[src/rtl/mmio_timer_gpio.sv]
// Memory-mapped GPIO + 32-bit compare timer + scratch register, one-cycle registered read path.
// Optional PRESCALER_EN macro turns offset 0x1C into a 16-bit timer prescaler (TIMER_PRE).
module mmio_timer_gpio #(
    parameter logic [31:0] BASE_ADDR = 32'h0000_0400,
    parameter int          GPIO_W    = 8
) (
    input  logic              CLK,
    input  logic              RST,
    input  logic              CS,
    input  logic              WR_RD,
    input  logic [31:0]       ADDR,
    input  logic [31:0]       Data_BUS_WRITE,
    output logic [31:0]       Data_BUS_READ,
    input  logic [GPIO_W-1:0] GPIO_IN,
    output logic [GPIO_W-1:0] GPIO_OUT,
    output logic              IRQ
);

    typedef enum logic [2:0] {
        SEL_GPIO_OUT = 3'd0,
        SEL_GPIO_IN  = 3'd1,
        SEL_CNT      = 3'd2,
        SEL_CMP      = 3'd3,
        SEL_CTRL     = 3'd4,
        SEL_STAT     = 3'd5,
        SEL_SCRATCH  = 3'd6,
        SEL_PRE      = 3'd7
    } sel_e;

    logic              hit, wr_en, rd_en;
    sel_e              sel;
    logic              unused_addr_bits;

    logic [GPIO_W-1:0] gpio_out_q;
    logic [GPIO_W-1:0] sync_meta_q, sync_q;
    logic [31:0]       cnt_q, cmp_q, scratch_q, rdata_q;
    logic [2:0]        ctrl_q;
    logic              match_q, irq_q;

    logic              cnt_wr, tick, cmp_hit, stat_clr, match_d;
    logic [31:0]       cnt_d, rd_mux;

`ifdef PRESCALER_EN
    logic [15:0]       pre_q, psc_q;
`endif

    assign hit              = CS && (ADDR[31:5] == BASE_ADDR[31:5]);
    assign wr_en            = hit && WR_RD;
    assign rd_en            = hit && !WR_RD;
    assign sel              = sel_e'(ADDR[4:2]);
    assign unused_addr_bits = ^ADDR[1:0];

    assign cnt_wr   = wr_en && (sel == SEL_CNT);
    assign stat_clr = wr_en && (sel == SEL_STAT) && Data_BUS_WRITE[0];

`ifdef PRESCALER_EN
    assign tick = ctrl_q[0] && (psc_q == pre_q);
`else
    assign tick = ctrl_q[0];
`endif

    // A software CNT write suppresses both the tick and the compare in that cycle.
    assign cmp_hit = tick && !cnt_wr && (cnt_q == cmp_q);
    assign match_d = cmp_hit || (match_q && !stat_clr);

    always_comb begin
        // NOTE: every combinational output gets a default first so no path infers a latch.
        cnt_d = cnt_q;
        if (cnt_wr)
            cnt_d = Data_BUS_WRITE;
        else if (cmp_hit && ctrl_q[1])
            cnt_d = '0;
        else if (tick)
            cnt_d = cnt_q + 32'd1;
    end

    always_comb begin
        rd_mux = '0;
        unique case (sel)
            SEL_GPIO_OUT: rd_mux[GPIO_W-1:0] = gpio_out_q;
            SEL_GPIO_IN:  rd_mux[GPIO_W-1:0] = sync_q;
            SEL_CNT:      rd_mux = cnt_q;
            SEL_CMP:      rd_mux = cmp_q;
            SEL_CTRL:     rd_mux[2:0] = ctrl_q;
            SEL_STAT:     rd_mux[0] = match_q;
            SEL_SCRATCH:  rd_mux = scratch_q;
`ifdef PRESCALER_EN
            SEL_PRE:      rd_mux[15:0] = pre_q;
`else
            SEL_PRE:      rd_mux = '0;
`endif
            default:      rd_mux = '0;
        endcase
    end

    always_ff @(posedge CLK) begin
        // NOTE: state uses non-blocking assignments so every register samples pre-edge values.
        if (!RST) begin
            gpio_out_q  <= '0;
            sync_meta_q <= '0;
            sync_q      <= '0;
            cnt_q       <= '0;
            cmp_q       <= '0;
            ctrl_q      <= '0;
            match_q     <= 1'b0;
            scratch_q   <= '0;
            rdata_q     <= '0;
            irq_q       <= 1'b0;
`ifdef PRESCALER_EN
            pre_q       <= '0;
            psc_q       <= '0;
`endif
        end else begin
            sync_meta_q <= GPIO_IN;
            sync_q      <= sync_meta_q;
            rdata_q     <= rd_en ? rd_mux : 32'd0;
            cnt_q       <= cnt_d;
            match_q     <= match_d;
            irq_q       <= match_d && ctrl_q[2];

            if (wr_en) begin
                case (sel)
                    SEL_GPIO_OUT: gpio_out_q <= Data_BUS_WRITE[GPIO_W-1:0];
                    SEL_CMP:      cmp_q      <= Data_BUS_WRITE;
                    SEL_CTRL:     ctrl_q     <= Data_BUS_WRITE[2:0];
                    SEL_SCRATCH:  scratch_q  <= Data_BUS_WRITE;
`ifdef PRESCALER_EN
                    SEL_PRE:      pre_q      <= Data_BUS_WRITE[15:0];
`endif
                    default: ;
                endcase
            end

`ifdef PRESCALER_EN
            if (cnt_wr || !ctrl_q[0] || (psc_q == pre_q))
                psc_q <= '0;
            else
                psc_q <= psc_q + 16'd1;
`endif
        end
    end

    assign Data_BUS_READ = rdata_q;
    assign GPIO_OUT      = gpio_out_q;
    assign IRQ           = irq_q;

endmodule

[config.mk]
export PLATFORM = sky130hd
export DESIGN_NAME = mmio_timer_gpio
export DESIGN_NICKNAME = d
export VERILOG_FILES = /design/src/rtl/mmio_timer_gpio.sv
export SDC_FILE = /design/constraint.sdc
export NUM_CORES = 1
export LEC_CHECK = 0
export BUFFER_PORTS_ARGS = -buffer_cell sky130_fd_sc_hd__buf_2
export CAP_MARGIN = 25
export CELL_PAD_IN_SITES_DETAIL_PLACEMENT = 1
export CELL_PAD_IN_SITES_GLOBAL_PLACEMENT = 1
export CORE_UTILIZATION = 25
export CTS_CLUSTER_SIZE = 25
export DETAILED_ROUTE_END_ITERATION = 10
export PLACE_DENSITY = 0.62
export SKIP_LAST_GASP = 1
export SLEW_MARGIN = 20
export SYNTH_ARGS = -nofsm -noshare
export SYNTH_HDL_FRONTEND = slang
export SYNTH_SLANG_ARGS = --single-unit
[constraint.sdc]
create_clock -name CLK -period 4.3 [get_ports CLK]
set_clock_uncertainty 0.05 [all_clocks]
set_input_delay 0.43 -clock CLK [delete_from_list [all_inputs] [get_ports CLK]]
set_output_delay 0.43 -clock CLK [all_outputs]
set_load 0.03 [all_outputs]
==> impl_metrics.py <==
metrics = {
    "outcome": {
        "status": "finished clean",
    },
    "cts": {
        "max-clock-path-buffers": 2,
        "clock_latency_ns": 0.44,
        "cts.sinks": 157,
        "cts_tree": "built",
        "postCtsSetupBuffers": 0,
        "root_buffer": "clkbuf_16",
        "clk_pin_slew_ns": 0.07,
        "cts_resized": 0,
        "hold_buffers": 0,
        "cts-buffers-inserted": 17,
        "htree_levels": 4,
    },
    "place": {
        "port_buffers": 114,
        "post-place-cells": 1293,
        "pre_cts_slack_ns": 1.30,
        "place.gp.congestion": 0.769,
        "dp_hpwl_mm": 16.1,
    },
    "cells_and_area": {
        "diodes": 0,
        "area_delta_synth_final_pct": 19.5,
        "fin_nets": 1007,
        "n_fill_cell": 3435,
        "drive_gt1_frac": 0.187,
        "fin_cells": 1327,
    },
    "synth": {
        "synth_top_family_by_area": "simple AND/OR/NAND/NOR gates",
        "synth_cells": 851,
        "synth_fa_ha_area_frac": 0.00170,
        "synth_edf_count": 0,
        "synthMuxAreaShare": 0.108,
        "synth-simple-area-share": 0.234,
        "synth-seq-cells": 157,
        "synth_compound_area_frac": 0.112,
        "synthesis.nets": 928,
        "ys_seq_area_frac": 0.427,
        "yosys.cell_types.count": 56,
        "async_reset_ff_frac": 0,
        "yosysWarnings": 0,
        "synth_xor_area_frac": 0.0654,
        "avgSynthCellArea_um2": 8.66,
        "netlist_area_um2": 7370,
        "synth_top_flop_cell": "dfxtp_1",
    },
    "timing": {
        "setup_violations": 0,
        "totalNegativeSetupSlack_ns": 0,
        "tightest_slew_ns": 1.01,
        "relSlewSlack": 0.321,
        "hold_viol_final": 0,
        "clock.fmax_mhz": 351,
        "final.min_clock_period_ns": 2.85,
        "timing.final.ws_setup_ns": 1.45,
        "fin_hold_ws_ns": 0.140,
        "rsz0062_at_grt": "no",
        "period_share": 0.663,
        "slew_violations": 0,
    },
    "global_route": {
        "grt_pass1_wl_mm": 37.4,
        "grt_max_degree": 93,
        "antenna_found_initial": 1,
        "grt_pass1_vias": 6494,
        "grt_util_all_layers": 0.160,
        "overflow": 0,
    },
    "critical_path": {
        "crit_buf_inv": 1,
        "cp-start-kind": "register",
        "crit_fanout": 22,
        "max_stage_delay_ns": 0.99,
        "cp-end-kind": "register",
        "slowest_stage": "dfxtp_1",
        "crit_arrival_ns": 3.09,
        "crit_type": "register to register",
        "critical_path.cell_chain": "inv_1, o21ai_0, o2bb2ai_1",
        "worst_ep_required_time_ns": 4.54,
        "critical-path-top-delay-family": "compound AO/OA/AOI/OAI gates",
    },
    "die": {
        "rows": 62,
        "fp.dieH_um": 174,
        "dieArea_um2": 30200,
        "coreArea_um2": 28900,
        "die_w_um": 174,
        "initial_utilization": 0.255,
        "io_pins": 117,
    },
    "job": {
        "max-cap-violations": 0,
    },
    "min_path": {
        "hold_class": "primary input to register",
    },
    "routing": {
        "drt_wl_total_mm": 23.5,
        "wl_per_cell_um": 17.7,
        "drtPass1Iterations": 4,
        "vias_per_cell": 4.75,
        "drtAntennaViolNets": 0,
        "drc": 0,
        "first_iter_violations": 262,
        "vias": 6300,
    },
    "pwr": {
        "peakVddDrop_mv": 0.248,
        "p_leak_nw": 3.18,
        "pwr_density_cell_nw_per_um2": 357,
    },
}
==> layout make-up <==
cell class	count	area, µm²	area share
multi-input combinational	615	3840	0.436
sequential	157	3140	0.357
timing repair buffer	129	716	0.0813
tap	384	480	0.0546
clock buffer	18	439	0.0499
clock inverter	14	146	0.0166
inverter	10	37.5	0.00426
==> logic make-up after synthesis <==
group / Yosys count
flops: 157
mux: 77
compound gates: 140
fa+ha+maj: 1
simple gates: 342
xor+xnor: 55
buf+inv: 79
==> layout by cell type, fill, tap and decap left out, drive strengths merged, types with 2 or more instances in the layout <==
cell type,n
nor3,7
o2111ai,3
nor4b,4
mux2i,74
nor2b,3
nand4,28
and2,22
buf,129
and4,6
nor2,115
clkinvlp,3
a221oi,3
nand3,24
xor2,14
inv,18
clkinv,2
o21ai,12
o22ai,11
dfxtp,157
a21oi,86
nand2b,3
mux4,2
o31a,2
clkbuf,18
a211oi,5
o2bb2ai,5
nor3b,18
nand2,87
nor4,14
and3,9
a32oi,3
xnor2,41
==> registers in the layout, indices dropped and copies added (netlist names) <==
signal and cells:
ctrl_q 3, GPIO_OUT 8, scratch_q 32, match_q 1
sync_q 8, cmp_q 32, cnt_q 32, IRQ 1
sync_meta_q 8, Data_BUS_READ 32
==> cells in the mapped netlist (all sizes together) (4+ instances only) <==
library cell	n	area, µm²
and3	9	56.3
nor3	7	35.0
o22ai	11	68.8
and2	22	138
nor4	14	130
xor2	14	123
a211oi	5	37.5
nor4b	4	56.3
o2bb2ai	5	43.8
a21oi	86	430
nand2	87	327
nor2	115	432
nand3	24	120
mux2i	74	741
and4	6	55.1
buf	25	180
nor3b	18	135
o21ai	12	60.1
dfxtp	157	3140
xnor2	41	359
inv	9	33.8
clkbuf	44	168
nand4	28	181
==> routing by layer <==
layer  GRT usage  share of wire  up-vias  routed length [µm]
met4      0.0629          0.024        2                 561
met5           0        0.00055        -                  13
li1            -              -     3103                   -
met2       0.263           0.47       97               11100
met1       0.204           0.47     3064               11100
met3      0.0318          0.031       34                 730
==> per-stage QoR <==
step | util | total power, mW | area [µm²]
floorplan | - | 1.55 | 7370
global placement | 0.284 | 1.63 | 8180
detailed placement | 0.284 | 1.63 | 8180
CTS | 0.304 | 3.17 | 8770
global route | 0.305 | 3.26 | 8800
finish | 0.305 | 3.14 | 8800
==> final timing paths <==
| kind | to | cells after the start | slack (ns) | startpoint |
|---|---|---|---|---|
| worst min register to register | sync_q[6] | 1 | 0.39 | sync_meta_q[6] |
| worst min-delay path | sync_meta_q[5] | 2 | 0.14 | GPIO_IN[5] |
| worst max-delay path | cnt_q[20] | 3 | 1.45 | ctrl_q[0] |
| worst max register to register | cnt_q[20] | 3 | 1.45 | ctrl_q[0] |
==> report_power, final <==
| group | total [mW] | switching, mW | leakage, nW | internal [mW] |
|---|---|---|---|---|
| Clock | 1.55 | 0.710 | 0.282 | 0.836 |
| Sequential | 1.46 | 0.00195 | 1.27 | 1.46 |
| Combinational | 0.135 | 0.0882 | 1.63 | 0.0469 |
| Total | 3.14 | 0.801 | 3.18 | 2.34 |
(Power assumes the default switching activity.)
